File: config.mk
export PLATFORM = sky130hd
export DESIGN_NAME = swap_request_sequencer
export DESIGN_NICKNAME = d
export VERILOG_FILES = /design/src/rtl/swap_request_sequencer.sv
export SDC_FILE = /design/constraint.sdc
export NUM_CORES = 1
export LEC_CHECK = 0
export ABC_AREA = 1
export BUFFER_PORTS_ARGS = -buffer_cell sky130_fd_sc_hd__buf_2
export CORE_MARGIN = 2
export CORE_UTILIZATION = 50
export CTS_CLUSTER_DIAMETER = 150
export DETAILED_ROUTE_END_ITERATION = 6
export GPL_TIMING_DRIVEN = 0
export PLACE_DENSITY = 0.78
export SLEW_MARGIN = 20
export SYNTH_ARGS = -nofsm -noshare
export SYNTH_HDL_FRONTEND = slang
export SYNTH_SLANG_ARGS = --single-unit
File: constraint.sdc
create_clock -name clk -period 2.5 [get_ports clk]
set_input_delay 0.5 -clock clk [delete_from_list [all_inputs] [get_ports clk]]
set_output_delay 0.5 -clock clk [all_outputs]
set_load 0.01 [all_outputs]
File: src/rtl/swap_request_sequencer.sv
// swap_request_sequencer
//
// Queues swap requests (pairs of register-file addresses) and plays them out
// one at a time to a register file that needs SWAP_CYCLES cycles per swap.
// Each request is popped into address_A/address_B, a one-cycle swap command
// is issued, the sequencer waits out the register-file latency while holding
// off the write source, then pulses done. Requests whose two addresses are
// equal retire immediately with no swap.
//
// Handshake: a request transfers on a rising edge where req_valid and
// req_ready are both high. req_ready is "queue not full" and depends only on
// registered state, never on req_valid or on a pop in the same cycle.
//
// Ports
//   clk          in   clock, rising edge
//   reset        in   asynchronous, active-high reset
//   req_valid    in   request presented
//   req_a/req_b  in   [ADDR_WIDTH] the two locations to swap
//   req_ready    out  queue can accept a request
//   address_A/B  out  [ADDR_WIDTH] locations driven to the register file
//   swap         out  one-cycle swap command
//   write_hold   out  write source must not assert we
//   done         out  one-cycle pulse when a request retires
//   busy         out  queue non-empty or state machine not idle
//   swap_count   out  [8] executed swaps, saturating at 255
//   fsm_state_o  out  [2] current state (0 IDLE, 1 ISSUE, 2 WAIT, 3 DONE)

module swap_request_sequencer #(
    parameter int ADDR_WIDTH  = 7,
    parameter int DEPTH       = 4,
    parameter int SWAP_CYCLES = 3
) (
    input  logic                  clk,
    input  logic                  reset,
    input  logic                  req_valid,
    input  logic [ADDR_WIDTH-1:0] req_a,
    input  logic [ADDR_WIDTH-1:0] req_b,
    output logic                  req_ready,
    output logic [ADDR_WIDTH-1:0] address_A,
    output logic [ADDR_WIDTH-1:0] address_B,
    output logic                  swap,
    output logic                  write_hold,
    output logic                  done,
    output logic                  busy,
    output logic [7:0]            swap_count,
    output logic [1:0]            fsm_state_o
);

    localparam int PTR_W = $clog2(DEPTH);
    localparam int CNT_W = (SWAP_CYCLES > 1) ? $clog2(SWAP_CYCLES) : 1;
    localparam logic [PTR_W:0] FULL_CNT = (PTR_W + 1)'(DEPTH);
    localparam logic [CNT_W-1:0] WAIT_LOAD = CNT_W'(SWAP_CYCLES - 1);

    typedef enum logic [1:0] {
        IDLE  = 2'd0,
        ISSUE = 2'd1,
        WAIT  = 2'd2,
        DONE  = 2'd3
    } state_t;

    // ---------------- request queue ----------------
    logic [2*ADDR_WIDTH-1:0] mem_q [DEPTH];
    logic [PTR_W-1:0]        wr_ptr_q, rd_ptr_q;
    logic [PTR_W:0]          count_q;
    logic                    full, empty, push, pop;
    logic [ADDR_WIDTH-1:0]   head_a, head_b;

    assign full   = (count_q == FULL_CNT);
    assign empty  = (count_q == '0);
    assign push   = req_valid && !full;

    // Pointers wrap naturally because DEPTH is a power of two.
    always_ff @(posedge clk or posedge reset) begin
        if (reset) begin
            wr_ptr_q <= '0;
            rd_ptr_q <= '0;
            count_q  <= '0;
        end else begin
            if (push) wr_ptr_q <= wr_ptr_q + PTR_W'(1);
            if (pop)  rd_ptr_q <= rd_ptr_q + PTR_W'(1);
            case ({push, pop})
                2'b10:   count_q <= count_q + 1'b1;
                2'b01:   count_q <= count_q - 1'b1;
                default: count_q <= count_q;
            endcase
        end
    end

    // Storage needs no reset: reset empties the queue through count_q.
    always_ff @(posedge clk) begin
        if (push) mem_q[wr_ptr_q] <= {req_a, req_b};
    end

    assign head_a = mem_q[rd_ptr_q][2*ADDR_WIDTH-1:ADDR_WIDTH];
    assign head_b = mem_q[rd_ptr_q][ADDR_WIDTH-1:0];

    // ---------------- state machine ----------------
    state_t           state_q, state_d;
    logic [CNT_W-1:0] wait_cnt_q, wait_cnt_d;
    logic [ADDR_WIDTH-1:0] addr_a_q, addr_b_q;
    logic [7:0]       swap_count_q;

    assign pop = (state_q == IDLE) && !empty;

    always_comb begin
        state_d    = state_q;
        wait_cnt_d = wait_cnt_q;
        case (state_q)
            IDLE: begin
                // A request naming the same location twice needs no swap.
                if (!empty) state_d = (head_a == head_b) ? DONE : ISSUE;
            end
            ISSUE: begin
                state_d    = WAIT;
                wait_cnt_d = WAIT_LOAD;
            end
            WAIT: begin
                if (wait_cnt_q == '0) state_d = DONE;
                else                  wait_cnt_d = wait_cnt_q - 1'b1;
            end
            DONE:    state_d = IDLE;
            default: state_d = IDLE;
        endcase
    end

    always_ff @(posedge clk or posedge reset) begin
        if (reset) begin
            state_q      <= IDLE;
            wait_cnt_q   <= '0;
            addr_a_q     <= '0;
            addr_b_q     <= '0;
            swap_count_q <= '0;
        end else begin
            state_q    <= state_d;
            wait_cnt_q <= wait_cnt_d;
            if (pop) begin
                addr_a_q <= head_a;
                addr_b_q <= head_b;
            end
            // Counted as the swap command leaves ISSUE; sticks at 255.
            if (state_q == ISSUE && swap_count_q != 8'hFF)
                swap_count_q <= swap_count_q + 8'd1;
        end
    end

    // All outputs decode registered state, so reset clears them at once.
    assign req_ready   = !full;
    assign address_A   = addr_a_q;
    assign address_B   = addr_b_q;
    assign swap        = (state_q == ISSUE);
    assign write_hold  = (state_q == ISSUE) || (state_q == WAIT);
    assign done        = (state_q == DONE);
    assign busy        = !empty || (state_q != IDLE);
    assign swap_count  = swap_count_q;
    assign fsm_state_o = state_q;

endmodule

# Yosys cells after proc, flatten, opt, wreduce, memory -nomap -nowiden
# Memory sizes are Yosys's and may differ from the RTL's.
# Cells that the tools add are included.
# op_classes
n_reduce_logical,15
eq_ne,11
add_sub_neg,6
n_mux,9
# op_table
cell,n
adder 8 x 1 -> 8 bit (second input constant),1
2-to-1 mux 2 bit,4
!= test 8 bit (second input constant),1
case mux 2 bit (4 select lines),1
== test 7 bit,1
== test 2 bit (second input constant),3
!= test 2 bit (second input constant),3
case mux 3 bit (2 select lines),1
nonzero test 2 bit,3
adder 2 x 1 -> 2 bit (second input constant),2
== test 2 x 1 -> 1 bit (second input constant),2
zero test 2 bit,2
case mux 2 bit (2 select lines),1
AND reduction 2 bit,2
adder 3 x 1 -> 3 bit (second input constant),1
== test 3 bit (second input constant),1
logical AND 1 bit,3
zero test 3 bit,1
subtractor 3 x 1 -> 3 bit (second input constant),1
zero test 1 bit,2
logical OR 1 bit,2
2-to-1 mux 1 bit,2
subtractor 2 x 1 -> 2 bit (second input constant),1
# word_totals
inputBits,17
output_inout_bits,29
reg_bits,33
elab_cells,50
mem_count,1
ram_bits,56
# mem_list
name,depth,word_bits,rd,rd_clocked_by_memory_dff,write_ports,line_no,source
mem_q,4,14,1,0,1,62,logic [2*ADDR_WIDTH-1:0] mem_q [DEPTH];

# Longest topological paths before layout
# depth
depth_word,5
mapped_depth,14
ltp_nobuf,12

# Worst setup path before layout
# Ideal clock, no wire load.
# synth_path
kind,register -> register
startpoint,reg state_q[0] (netlist: fsm_state_o[0])
endpoint,reg count_q[2]
slack_ns,0.470
required_time_ns,2.369
period_less_slack_ns,2.030
setup_time_ns,0.131
path_stages_with_launch,11
path_buffers,0
t_arrival_ns,1.899
cell_sequence,dfrtp_1 inv_1 ha_1 o31ai_2 inv_1 ha_1 inv_1 fa_1 a21oi_1 o21ai_0 xor2_1
# synth_via
elab_chain_cells,4
word_cells_on_any_way,6
classes_between,eq/ne (2); mux (1); reduce/logical (3)
# synth_lines
element,line_no,source
start: declaration,98,"state_t state_q, state_d;"
start signal: assignment,134,state_q <= state_d;
zero test 2 bit (*),103,assign pop = (state_q == IDLE) && !empty;
logical AND 1 bit (*),103,
net pop,65,"logic full, empty, push, pop;"
== test 2 x 1 -> 1 bit or == test 2 bit (tied branches),81,"case ({push, pop})"
case mux 3 bit (2 select lines) or nonzero test 2 bit (tied branches),n/a,
end signal: assignment,82,2'b10: count_q <= count_q + 1'b1;
end signal: assignment,83,2'b01: count_q <= count_q - 1'b1;
end signal: assignment,84,default: count_q <= count_q;
end: declaration,64,logic [PTR_W:0] count_q;
# The timed path passes the listed nets; every way through them passes the cells marked *.
# A chain may end at the register's enable or synchronous reset.

# Worst setup path after layout
# layout_path
startpoint,reg state_q[1] (netlist: fsm_state_o[1])
endpoint,reg count_q[2]
# Same word-level chain as after synthesis.

==> results_dict.tcl <==
set metrics [dict create \
    ant_nets 0 \
    synthesis.nets 458 \
    post-place-cells 579 \
    tightest_slew_ps 919.7 \
    num_rows 33 \
    slew_viol_final 0 \
    tritoncts "done" \
    grt_pass1_wl_mm 13.65 \
    port_buffers 45 \
    cts_made_buffers 9 \
    routed_wl_mm 8.599 \
    antenna_found_initial 0 \
    fp.dieH_um 95.07 \
    p_int_mw 3.517 \
    combPwrFrac_pct 46.5 \
    num_antenna_cells 0 \
    seqCellArea_um2 2507 \
    htreeDepth 3 \
    drt_first_pass_iters 5 \
    cp-start-kind "flip-flop" \
    drv_cap 0 \
    yosys.area.top_type "edfxtp_1" \
    clock_sinks 89 \
    grtUsageTotal_pct 20.57 \
    nNetsFinal 515 \
    clk_latency_ps 360 \
    post-place-ws_ps -26.41 \
    synthCells 428 \
    stdcell_count 595 \
    yosysSeqAreaShare_pct 60.47 \
    clkTransAtPathRegs_ps 80 \
    fill_cells 690 \
    core_area_um2 8134 \
    dp_hpwl_mm 5.900 \
    ys_ff_latch 89 \
    cts_buffer_depth 2 \
    r2r-start "fsm_state_o[1]$_DFFE_PP0P_" \
    drt_iter0_markers 167 \
    die_x_um 95.07 \
    ir_worst_vdd_mv 0.5995 \
    syn_to_final_growth_pct 14.18 \
    finalPower_mw 6.073 \
    synth_edf_count 56 \
    yosysUniqueCellTypes 26 \
    period_share_pct 89.57 \
    routedWlPerCell_um 14.45 \
    synth.area.top_cells "edfxtp_1 (41%), dfrtp_1 (20%), nand2_1 (15%), nand3_1 (4.3%), ha_1 (3.6%)" \
    rsz0062_at_grt "no" \
    p_clk_share_pct 16.1 \
    layout_common_cells "nand2_1 (166), edfxtp_1 (56), buf_2 (50), nand3_1 (36), inv_1 (34)" \
    setup_slack_ps 260.7 \
    num_io_pins 46 \
    first_global_vias 2888 \
    p_sw_mw 2.556 \
    hold_viol 0 \
    synth_area_um2 4146 \
    power.leakage_nw 2.236 \
    worstSetupPathType "reg -> reg" \
    place_congestion 0.8337 \
    vias_per_cell 5.126 \
    synth_ff_type "edfxtp_1" \
    async_flop_share_pct 37.08 \
    finalClockSkew_ps 4.902 \
    power_per_cell_area_nw_per_um2 1283 \
    period_needed_ps 2239 \
    cp-end-kind "flip-flop" \
    num_vias 3050 \
    status "completed" \
    drive_above_1_share_pct 18.78 \
    relSlewSlack_pct 38.62 \
    post_cts_buffers 0 \
    max_freq_mhz 446.6 \
    arrival_ps 2480 \
    clockRootBuffer "clkbuf_8" \
    critPathMaxFanout 10 \
    start_util_pct 50.98 \
    setup_viol 0 \
    cts_hold_buf 0 \
    fp.dieArea_um2 9037 \
    min_path_type "in -> async" \
    multi_input_area_um2 1395 \
    final_common_cell "nand2_1" \
    drc 0 \
    cp.required_ps 2740 \
    seqPwrFrac_pct 37.4 \
    worstSetupStartpoint "fsm_state_o[1]$_DFFE_PP0P_" \
    yosysWarnings 0 \
    cts_resized 1 \
    grt_max_degree 34 \
    yosysTopAreaCellShare_pct 40.56 \
    power.share.switching_pct 42.09 \
    syn_area_per_cell_um2 9.688 \
    grt-ovfl-total 0 \
]
[cell type report]
type / instances / share of cell area, %
Tap cell: 105 / 2.775
Clock inverter: 4 / 1.110
Timing Repair Buffer: 46 / 5.074
Buffer: 15 / 2.511
Clock buffer: 12 / 3.066
Multi-Input combinational cell: 287 / 29.47
Sequential cell: 89 / 52.96
Inverter: 37 / 3.039
[power by group through the flow]
stage / Sequential (mW) / Combinational, mW / Clock (mW)
after detailed placement: 2.30 / 2.81 / 0
after floorplan: 2.33 / 1.89 / 0
after CTS: 2.28 / 2.83 / 0.991
after global routing: 2.32 / 3.20 / 1.04
final: 2.27 / 2.82 / 0.978
after global placement: 2.28 / 2.70 / 0
[synthesized netlist by cell type, types with 2 or more instances]
cell / instances
nor2_1: 22
nand2_2: 10
a21oi_1: 2
buf_4: 4
nand2_1: 166
ha_1: 12
nand4_1: 4
o21ai_0: 19
dfrtp_1: 33
edfxtp_1: 56
buf_6: 4
inv_1: 35
xnor2_1: 5
xor2_1: 5
nand3_1: 36
buf_2: 5
[state kept, by name (all words and copies together), names as in the netlist]
name	count
rd_ptr_q	2
address_A	7
fsm_state_o	2
count_q	3
swap_count	8
wait_cnt_q	2
mem_q	56
address_B	7
wr_ptr_q	2
[critical path: stages, from the launching register on]
cell,delay [ps]
dfrtp_1,430
inv_1,120
ha_1,220
o31ai_4,170
inv_1,170
ha_1,170
inv_1,70
fa_1,370
a21oi_1,150
o21ai_0,110
xor2_1,150
[kinds of logic (layout without fill, tap and decap cells)]
family | after synthesis | count (layout) | share of synthesized area, %
compound gates | 25 | 25 | 3.350
simple gates | 239 | 239 | 23.63
buf+inv | 52 | 114 | 6.336
flops | 89 | 89 | 60.47
fa+ha+maj | 13 | 13 | 4.104
xor+xnor | 10 | 10 | 2.112
[final timing paths]
path                                             end  slack (ps)  cells past startpoint
setup / recovery              count_q[2]$_DFFE_PP0P_         260                     10
hold / removal             swap_count[0]$_DFFE_PP0P_         260                      2
setup reg to reg              count_q[2]$_DFFE_PP0P_         260                     10
hold reg to reg             address_A[6]$_DFFE_PP0P_         490                      2
max in group asynchronous    wr_ptr_q[1]$_DFFE_PP0P_        1760                      2
min in group clk               mem_q[1][2]$_DFFE_PP_         350                      1
[metal layers]
| layer | track usage (%) | vias to the layer above | wire length (um) |
|---|---|---|---|
| li1 | - | 1498 | - |
| met1 | 24.48 | 1442 | 3563 |
| met2 | 35.56 | 99 | 4408 |
| met3 | 4.980 | 11 | 520 |
| met4 | 8.816 | 0 | 106 |
| met5 | 0 | - | 0 |
[stage by stage]
stage	util [%]	hold WS, ps	TNS [ps]	area (um^2)
floorplan	-	459.7	0	4146
global placement	55.36	469.0	0	4503
detailed placement	55.67	471.7	-26.41	4528
CTS	58.21	283.8	0	4735
global route	58.21	336.5	0	4735
finish	58.21	264.6	0	4735
Power figures use the tool's default switching activity.
